### src/rtl/pma_pkg.sv
// rtl/pma_pkg.sv - shared types and constants for the PMA region table
package pma_pkg;

    typedef struct packed {
        logic lock;
        logic x;
        logic c;
        logic ni;
    } pma_attr_t;

    typedef enum logic [1:0] {
        FIELD_BASE   = 2'd0,
        FIELD_LENGTH = 2'd1,
        FIELD_ATTR   = 2'd2,
        FIELD_RSVD   = 2'd3
    } pma_field_e;

    // Addresses outside every region are treated as uncached, non-executable device space.
    localparam pma_attr_t NO_HIT_ATTR = '{lock: 1'b0, x: 1'b0, c: 1'b0, ni: 1'b1};

endpackage

### src/rtl/pma_rule_match.sv
// rtl/pma_rule_match.sv - single region range comparator
module pma_rule_match #(
    parameter int unsigned AddrWidth = 64
) (
    input  logic [AddrWidth-1:0] base,
    input  logic [AddrWidth-1:0] length,
    input  logic [AddrWidth-1:0] addr,
    output logic                 match
);

    // One extra bit so a region ending at the top of the address space does not wrap to zero.
    logic [AddrWidth:0] limit;

    assign limit = {1'b0, base} + {1'b0, length};
    assign match = (length != '0) && (addr >= base) && ({1'b0, addr} < limit);

endmodule

### src/rtl/pma_region_unit.sv
// rtl/pma_region_unit.sv - programmable PMA region table with pipelined lookup
module pma_region_unit
    import pma_pkg::*;
#(
    parameter int unsigned                   NrRules   = 4,
    parameter int unsigned                   AddrWidth = 64,
    parameter logic [NrRules*AddrWidth-1:0]  RstBase   = {64'h8000_0000, 64'h1_0000, 64'h0, 64'h0},
    parameter logic [NrRules*AddrWidth-1:0]  RstLength = {64'h4000_0000, 64'h1_0000, 64'h1000, 64'h0},
    parameter logic [NrRules*4-1:0]          RstAttr   = {4'b0110, 4'b0100, 4'b0100, 4'b0000}
) (
    input  logic                         clk_i,
    input  logic                         rst_ni,
    input  logic                         cfg_req_i,
    input  logic                         cfg_we_i,
    input  logic [$clog2(NrRules)+1:0]   cfg_addr_i,
    input  logic [AddrWidth-1:0]         cfg_wdata_i,
    output logic [AddrWidth-1:0]         cfg_rdata_o,
    output logic                         cfg_err_o,
    input  logic                         req_valid_i,
    output logic                         req_ready_o,
    input  logic [AddrWidth-1:0]         req_addr_i,
    output logic                         resp_valid_o,
    input  logic                         resp_ready_i,
    output logic                         resp_hit_o,
    output logic                         resp_exec_o,
    output logic                         resp_cached_o,
    output logic                         resp_nonidem_o
);

    localparam int unsigned IdxW = $clog2(NrRules);

    logic [AddrWidth-1:0] base_q [NrRules];
    logic [AddrWidth-1:0] len_q  [NrRules];
    pma_attr_t            attr_q [NrRules];

    logic [4:0]           cfg_idx;
    pma_field_e           cfg_field;
    logic                 idx_ok;
    logic                 bad_access;
    logic                 sel_locked;
    logic                 wr_en;
    logic                 err_d;
    logic [AddrWidth-1:0] rd_val;

    generate
        if (IdxW > 0) begin : g_idx
            assign cfg_idx = 5'(cfg_addr_i[IdxW+1:2]);
        end else begin : g_idx_single
            assign cfg_idx = '0;
        end
    endgenerate

    assign cfg_field  = pma_field_e'(cfg_addr_i[1:0]);
    assign idx_ok     = ({27'd0, cfg_idx} < NrRules);
    assign bad_access = !idx_ok || (cfg_field == FIELD_RSVD);

    always_comb begin
        rd_val     = '0;
        sel_locked = 1'b0;
        for (int i = 0; i < NrRules; i++) begin
            if (idx_ok && cfg_idx == 5'(i)) begin
                sel_locked = attr_q[i].lock;
                case (cfg_field)
                    FIELD_BASE:   rd_val = base_q[i];
                    FIELD_LENGTH: rd_val = len_q[i];
                    FIELD_ATTR:   rd_val = AddrWidth'(attr_q[i]);
                    default:      rd_val = '0;
                endcase
            end
        end
    end

    assign wr_en = cfg_req_i && cfg_we_i && !bad_access && !sel_locked;
    assign err_d = bad_access || (cfg_we_i && sel_locked);

    always_ff @(posedge clk_i or negedge rst_ni) begin
        if (!rst_ni) begin
            for (int i = 0; i < NrRules; i++) begin
                base_q[i] <= RstBase[(NrRules-1-i)*AddrWidth +: AddrWidth];
                len_q[i]  <= RstLength[(NrRules-1-i)*AddrWidth +: AddrWidth];
                attr_q[i] <= pma_attr_t'(RstAttr[(NrRules-1-i)*4 +: 4]);
            end
        end else if (wr_en) begin
            for (int i = 0; i < NrRules; i++) begin
                if (cfg_idx == 5'(i)) begin
                    case (cfg_field)
                        FIELD_BASE:   base_q[i] <= cfg_wdata_i;
                        FIELD_LENGTH: len_q[i]  <= cfg_wdata_i;
                        FIELD_ATTR:   attr_q[i] <= pma_attr_t'(cfg_wdata_i[3:0]);
                        default:      ;
                    endcase
                end
            end
        end
    end

    always_ff @(posedge clk_i or negedge rst_ni) begin
        if (!rst_ni) begin
            cfg_rdata_o <= '0;
            cfg_err_o   <= 1'b0;
        end else begin
            cfg_err_o <= cfg_req_i && err_d;
            if (cfg_req_i && !cfg_we_i) begin
                cfg_rdata_o <= rd_val;
            end
        end
    end

    logic [NrRules-1:0] match;

    for (genvar g = 0; g < NrRules; g++) begin : g_rule
        pma_rule_match #(.AddrWidth(AddrWidth)) u_match (
            .base   (base_q[g]),
            .length (len_q[g]),
            .addr   (req_addr_i),
            .match  (match[g])
        );
    end

    logic win_hit;
    logic win_x;
    logic win_c;
    logic win_ni;

    // Scan from the top so the lowest matching index is the last one assigned.
    always_comb begin
        win_hit = 1'b0;
        win_x   = NO_HIT_ATTR.x;
        win_c   = NO_HIT_ATTR.c;
        win_ni  = NO_HIT_ATTR.ni;
        for (int i = NrRules - 1; i >= 0; i--) begin
            if (match[i]) begin
                win_hit = 1'b1;
                win_x   = attr_q[i].x;
                win_c   = attr_q[i].c;
                win_ni  = attr_q[i].ni;
            end
        end
    end

    logic accept;

    assign req_ready_o = !resp_valid_o || resp_ready_i;
    assign accept      = req_valid_i && req_ready_o;

    always_ff @(posedge clk_i or negedge rst_ni) begin
        if (!rst_ni) begin
            resp_valid_o   <= 1'b0;
            resp_hit_o     <= 1'b0;
            resp_exec_o    <= 1'b0;
            resp_cached_o  <= 1'b0;
            resp_nonidem_o <= 1'b0;
        end else if (accept) begin
            resp_valid_o   <= 1'b1;
            resp_hit_o     <= win_hit;
            resp_exec_o    <= win_x;
            resp_cached_o  <= win_c;
            resp_nonidem_o <= win_ni;
        end else if (resp_ready_i) begin
            resp_valid_o   <= 1'b0;
        end
    end

endmodule

### config.mk
export PLATFORM = sky130hd
export DESIGN_NAME = pma_region_unit
export DESIGN_NICKNAME = d
export VERILOG_FILES = /design/src/rtl/pma_pkg.sv /design/src/rtl/pma_rule_match.sv /design/src/rtl/pma_region_unit.sv
export SDC_FILE = /design/constraint.sdc
export NUM_CORES = 2
export LEC_CHECK = 0
export BUFFER_PORTS_ARGS = -buffer_cell sky130_fd_sc_hd__buf_2
export CAP_MARGIN = 20
export CORE_UTILIZATION = 51
export CTS_CLUSTER_DIAMETER = 150
export DETAILED_ROUTE_END_ITERATION = 10
export PLACE_DENSITY = 0.65
export SLEW_MARGIN = 30
export SYNTH_ARGS = -nofsm -noshare
export SYNTH_HDL_FRONTEND = slang
export SYNTH_SLANG_ARGS = --single-unit
### constraint.sdc
create_clock -name clk_i -period 15.18 [get_ports clk_i]
set_input_delay 0.759 -clock clk_i [delete_from_list [all_inputs] [get_ports clk_i]]
set_output_delay 0.759 -clock clk_i [all_outputs]
set_load 0.03 [all_outputs]
After elaboration in Yosys (flattened, before gate mapping)
Index checks and enable logic that the tools add are counted.
- word-level logic and storage cells: 126
- bits in registers: 598
- $lt $le $gt $ge: 9
- add/subtract/negate cells: 4
- multiplexer cells: 30
- reductions and logical operators: 46
- equal/unequal tests: 6
- operators by type and width (kind ; number):
    $pmux 64 s3 ; 4
    $add 64x64->65 ; 4
    $lt 64x65->1 ; 4
    $ge 64x64->1 ; 4
    $mux 64 ; 4
    $reduce_bool 64->1 ; 4
    $reduce_and 3->1 ; 12
    $mux 1 ; 22
    $logic_and 1x1->1 ; 19
    $eq 2x2->1 const B ; 4
    $logic_not 1->1 ; 5
    $logic_not 5->1 ; 1
    $eq 2x1->1 const B ; 2
    $logic_or 1x1->1 ; 3
    $lt 2x3->1 const B ; 1
    $logic_not 2->1 ; 1
    $reduce_bool 2->1 ; 1

Logic depth before layout (Yosys ltp)
- depth after elaboration: 9
- gate-level depth with buffers: 26
- depth with buffers taken out: 26

Hierarchy
A second synthesis with hierarchy kept.
- cell total of the unflattened synthesis: 5892
- area, all modules: 54380.9 um^2
- by module, submodules not included (module ; area an instance (um^2) ; instances ; cells each):
    pma_region_unit ; 26858.3 ; 1 ; 2068
    pma_rule_match at g_rule[1].u_match ; 6972.9 ; 1 ; 968
    pma_rule_match at g_rule[2].u_match ; 6869.1 ; 1 ; 945
    pma_rule_match at g_rule[0].u_match ; 6845.3 ; 1 ; 950
    pma_rule_match at g_rule[3].u_match ; 6835.3 ; 1 ; 961

Worst setup path after synthesis
No wires, ideal clock.
- path type: register to register
- start: register base_q[0] (netlist bit)
- end: register resp_nonidem_o
- path slack: 9.924 ns
- period minus slack after synthesis: 5.256 ns
- cell stages (with the launch flop): 26
- required time: 15.057 ns
- data arrival time: 5.133 ns
- setup time: 0.123 ns
- buffers on the path: 0
- path through: dfrtp_1 ha_1 inv_1 fa_1 nor2b_1 o31a_1 o41ai_2 a2111oi_0 o211ai_1 a211oi_1 nor2_1 o21ai_0 a31oi_1 xor2_1 ha_1 nand4_1 nor2_1 a2111oi_0 a21oi_1 a2111oi_0 o211ai_1 a31oi_1 nor3_1 a31oi_1 a311oi_1 o221a_2
- word-level cells in the longest chain between the ends: 7
- elaborated cells on any way between the ends: 9
- ends and longest elaborated chain (element ; line ; source):
    from (decl) ; pma_region_unit.sv:32 ; logic [AddrWidth-1:0] base_q [NrRules];
    from (signal, indexed assignment) ; pma_region_unit.sv:79 ; base_q[i] <= RstBase[(NrRules-1-i)*AddrWidth +: AddrWidth];
    from (signal, indexed assignment) ; pma_region_unit.sv:87 ; FIELD_BASE: base_q[i] <= cfg_wdata_i;
    $add 64x64->65 or $ge 64x64->1 (tied branches) ; pma_rule_match.sv:14, pma_rule_match.sv:15 ;
    $lt 64x65->1 or $logic_and 1x1->1 (tied branches) ; pma_rule_match.sv:15 ; assign match = (length != '0) && (addr >= base) && ({1'b0, addr} < limit);
    $logic_and 1x1->1 * ; pma_rule_match.sv:15 ;
    $mux 1 * (4 in a row) ; pma_region_unit.sv:132 ; if (match[i]) begin
    to (signal assigned) ; pma_region_unit.sv:158 ; resp_nonidem_o <= win_ni;
    to (decl) ; pma_region_unit.sv:27 ; output logic resp_nonidem_o
Mark *: on every way between the ends. The rest lies on a longest branch, timed or not.
A chain may end at the register's enable or synchronous reset.

Worst setup path in the final report
- start: register base_q[128] (netlist bit)
- end: register resp_nonidem_o
- word-level cells in the longest chain between the ends: 5
- elaborated cells on any way between the ends: 7
- ends and longest elaborated chain (element ; line):
    $add 64x64->65 or $ge 64x64->1 (tied branches) ; pma_rule_match.sv:14, pma_rule_match.sv:15
    $lt 64x65->1 or $logic_and 1x1->1 (tied branches) ; pma_rule_match.sv:15
    $logic_and 1x1->1 * ; pma_rule_match.sv:15
    $mux 1 * (2 in a row) ; pma_region_unit.sv:132
Marks and branches as above.

==> reports/results.ini <==
[timing]
min_period_over_period_pct=52.33
tns_ns=0
timing.fmax_mhz=125.9
hold_violations=0
setup_violations=0
fin_crit_ns=7.943
slew_violations=0
rsz0062_at_grt=no
worst_pin_slew_ns=1.133
skew_ns=0.02171
slew_headroom_pct=23.86

[critical_path]
crit_fanout=7
end_kind=register
cp_data_arrival_time_ns=8.54
worst_ep_required_time_ns=15.78
start_kind=register
critical_path_class=register to register

[min_path]
hold_path_class=primary input to async pin

[global_routing]
grt.total_usage_pct=38.80
grt_first_pass_wirelength_mm=297.9
grt_overflow=0
antenna_found_initial=4
grt_pass1_vias=44200
grt_max_degree=137

[cts]
insertion_delay_ns=0.68
numCtsBuffers=75
htreeDepth=3
cts_hold_repair.buffers=0
clockRootBuffer=clkbuf_16
cts_tree=yes
cts_buffer_depth=3
cts_resized=0
clk_pin_slew_ns=0.06
cts.sinks=598
postCtsSetupBuffers=0

[cells_and_area]
layout-drive-gt1-share_pct=12.08
layout_common_cells=ha_1, o21ai_0, dfrtp_1
areaGrowthSynthToFinish_pct=9.715
final_nets=6974
fillers=9349
layout_commonest_cell=ha_1
final_util_pct=56.36

[power]
ir_worst_vdd_mv=0.1000
power_density_nw_per_um2=169.5
power_leakage_nw=28.08

[route]
ant_nets=0
wl_per_cell_um=27.35
drtIter0Drc=5756
dr_total_vias=48310
first_pass_iters=8
wirelength_mm=205.0
via_per_inst=6.446
drc_errors=0

[synth]
ys_seq_area_share_pct=28.66
yosys_warnings=0
synth_ff_type=dfrtp_1
synth_seq_cells=598
synth.distinct_cells=89
async_flop_share_pct=100.0
synthesis.nets=6866
syn_area_um2=52260
synth_edf_count=0
syn_inst=5960
syn_area_per_cell_um2=8.769

[flow_run]
maxCapViolCount=0

[floorplan]
die_w_um=322.1
coreArea_um2=101700
dieArea_um2=103800
die-height_um=322.1
start_util_pct=51.37
num_io_pins=209
rows=117

[status]
status=complete, no violations

[placed_design]
gp_congestion=1.051
port_buffers=208
dp_hpwl_mm=158.3

through the flow:
step	hold slack, ns	cell area [um2]	setup slack, ns	instances	power, W
5_1_grt	0.2315	57330	7.246	7493	0.01035
2_1_floorplan	0.4360	52260	9.924	5960	0.005983
4_1_cts	0.2058	57290	7.410	7492	0.009574
3_5_place_dp	0.4596	54800	7.454	7358	0.007670
6_report	0.1819	57340	7.237	7495	0.009721
3_3_place_gp	0.4494	54700	7.210	7356	0.007600
area by class of cell:
cell class | count | area (um2) | share of cell area (%)
Clock inverter | 25 | 287.8 | 0.5019
Timing Repair Buffer | 263 | 1564 | 2.728
Clock buffer | 109 | 2206 | 3.847
Multi-Input combinational cell | 4804 | 35370 | 61.68
Sequential cell | 598 | 14980 | 26.12
Tap cell | 1368 | 1712 | 2.985
Inverter | 326 | 1224 | 2.134
Antenna cell | 2 | 5.005 | 0.008728
synth_stat cells (107+ instances only):
cell | number | area [um2]
xor2_1 | 130 | 1139
inv_1 | 326 | 1224
dfrtp_1 | 589 | 14740
o21ai_0 | 623 | 3118
nand2_1 | 583 | 2188
xnor2_1 | 107 | 937.2
mux2i_1 | 124 | 1241
a21o_1 | 364 | 2733
ha_1 | 764 | 9559
clkbuf_1 | 191 | 716.9
mux2_2 | 270 | 3040
nor2_1 | 285 | 1070
nand4_1 | 131 | 819.5
a21oi_1 | 466 | 2332
layer usage:
metal | vias up | track usage (%) | part of all wire [%]
met4 | 4 | 16.78 | 4.9
met2 | 2213 | 58.28 | 43
met3 | 431 | 7.011 | 8.8
li1 | 22210 | - | -
met1 | 23450 | 54.38 | 44
met5 | - | 0 | 0.013
final timing paths:
path / from / cells after the start / slack (ns) / to
worst max-delay path: base_q[128] / 25 / 7.24 / resp_nonidem_o
worst min register to register: cfg_rdata_o[0] / 2 / 0.47 / cfg_rdata_o[0]
worst min-delay path: rst_ni / 1 / 0.18 / attr_q[7]
max in group asynchronous: rst_ni / 4 / 12.01 / base_q[35]
min in group clk_i: req_valid_i / 2 / 0.32 / resp_valid_o
worst max register to register: base_q[128] / 25 / 7.24 / resp_nonidem_o
worst max-delay path: stages, from the launching register on:
cell       delay (ns)
dfrtp_1          0.44
ha_1             0.27
fa_1             0.43
a211oi_1         0.39
o211ai_1         0.23
nand2_1          0.17
a21oi_1          0.09
buf_4            0.18
a32oi_1          0.36
nand3_1          0.30
a31oi_1          0.59
or3_1            0.21
a311oi_1         0.22
xnor2_1          0.21
ha_1             0.32
a21o_1           0.16
a21o_1           0.17
a21oi_1          0.12
o21ai_0          0.21
nor3_1           0.45
o2111ai_1        0.38
nor4_1           0.77
a311oi_1         0.16
nor3_2           0.60
a221o_1          0.27
o221a_2          0.17
where the power goes:
group          leakage (nW)  total, W  switching [W]  internal, W
logic                  19.6   0.00547        0.00328      0.00219
registers              7.25   0.00238       0.000450      0.00193
clock network          1.24   0.00187       0.000774      0.00109
total                  28.1   0.00972        0.00450      0.00522
sequential cells by signal, summed over array words and instances (netlist names):
signal,count
resp_hit_o,1
resp_exec_o,1
len_q,256
resp_nonidem_o,1
cfg_err_o,1
attr_q,16
base_q,256
resp_cached_o,1
resp_valid_o,1
cfg_rdata_o,64
cells by family after synthesis:
kind of cell	after synthesis	synth area share (%)
AND/OR/NAND/NOR	1437	12.90
flip-flops	598	28.66
AO/OA/AOI/OAI	1957	23.32
XOR/XNOR	237	3.972
multiplexers	405	8.667
buffers and inverters	558	4.041
adder cells (fa/ha/maj)	768	18.44
Note: power is estimated with default switching activity, not from simulation.
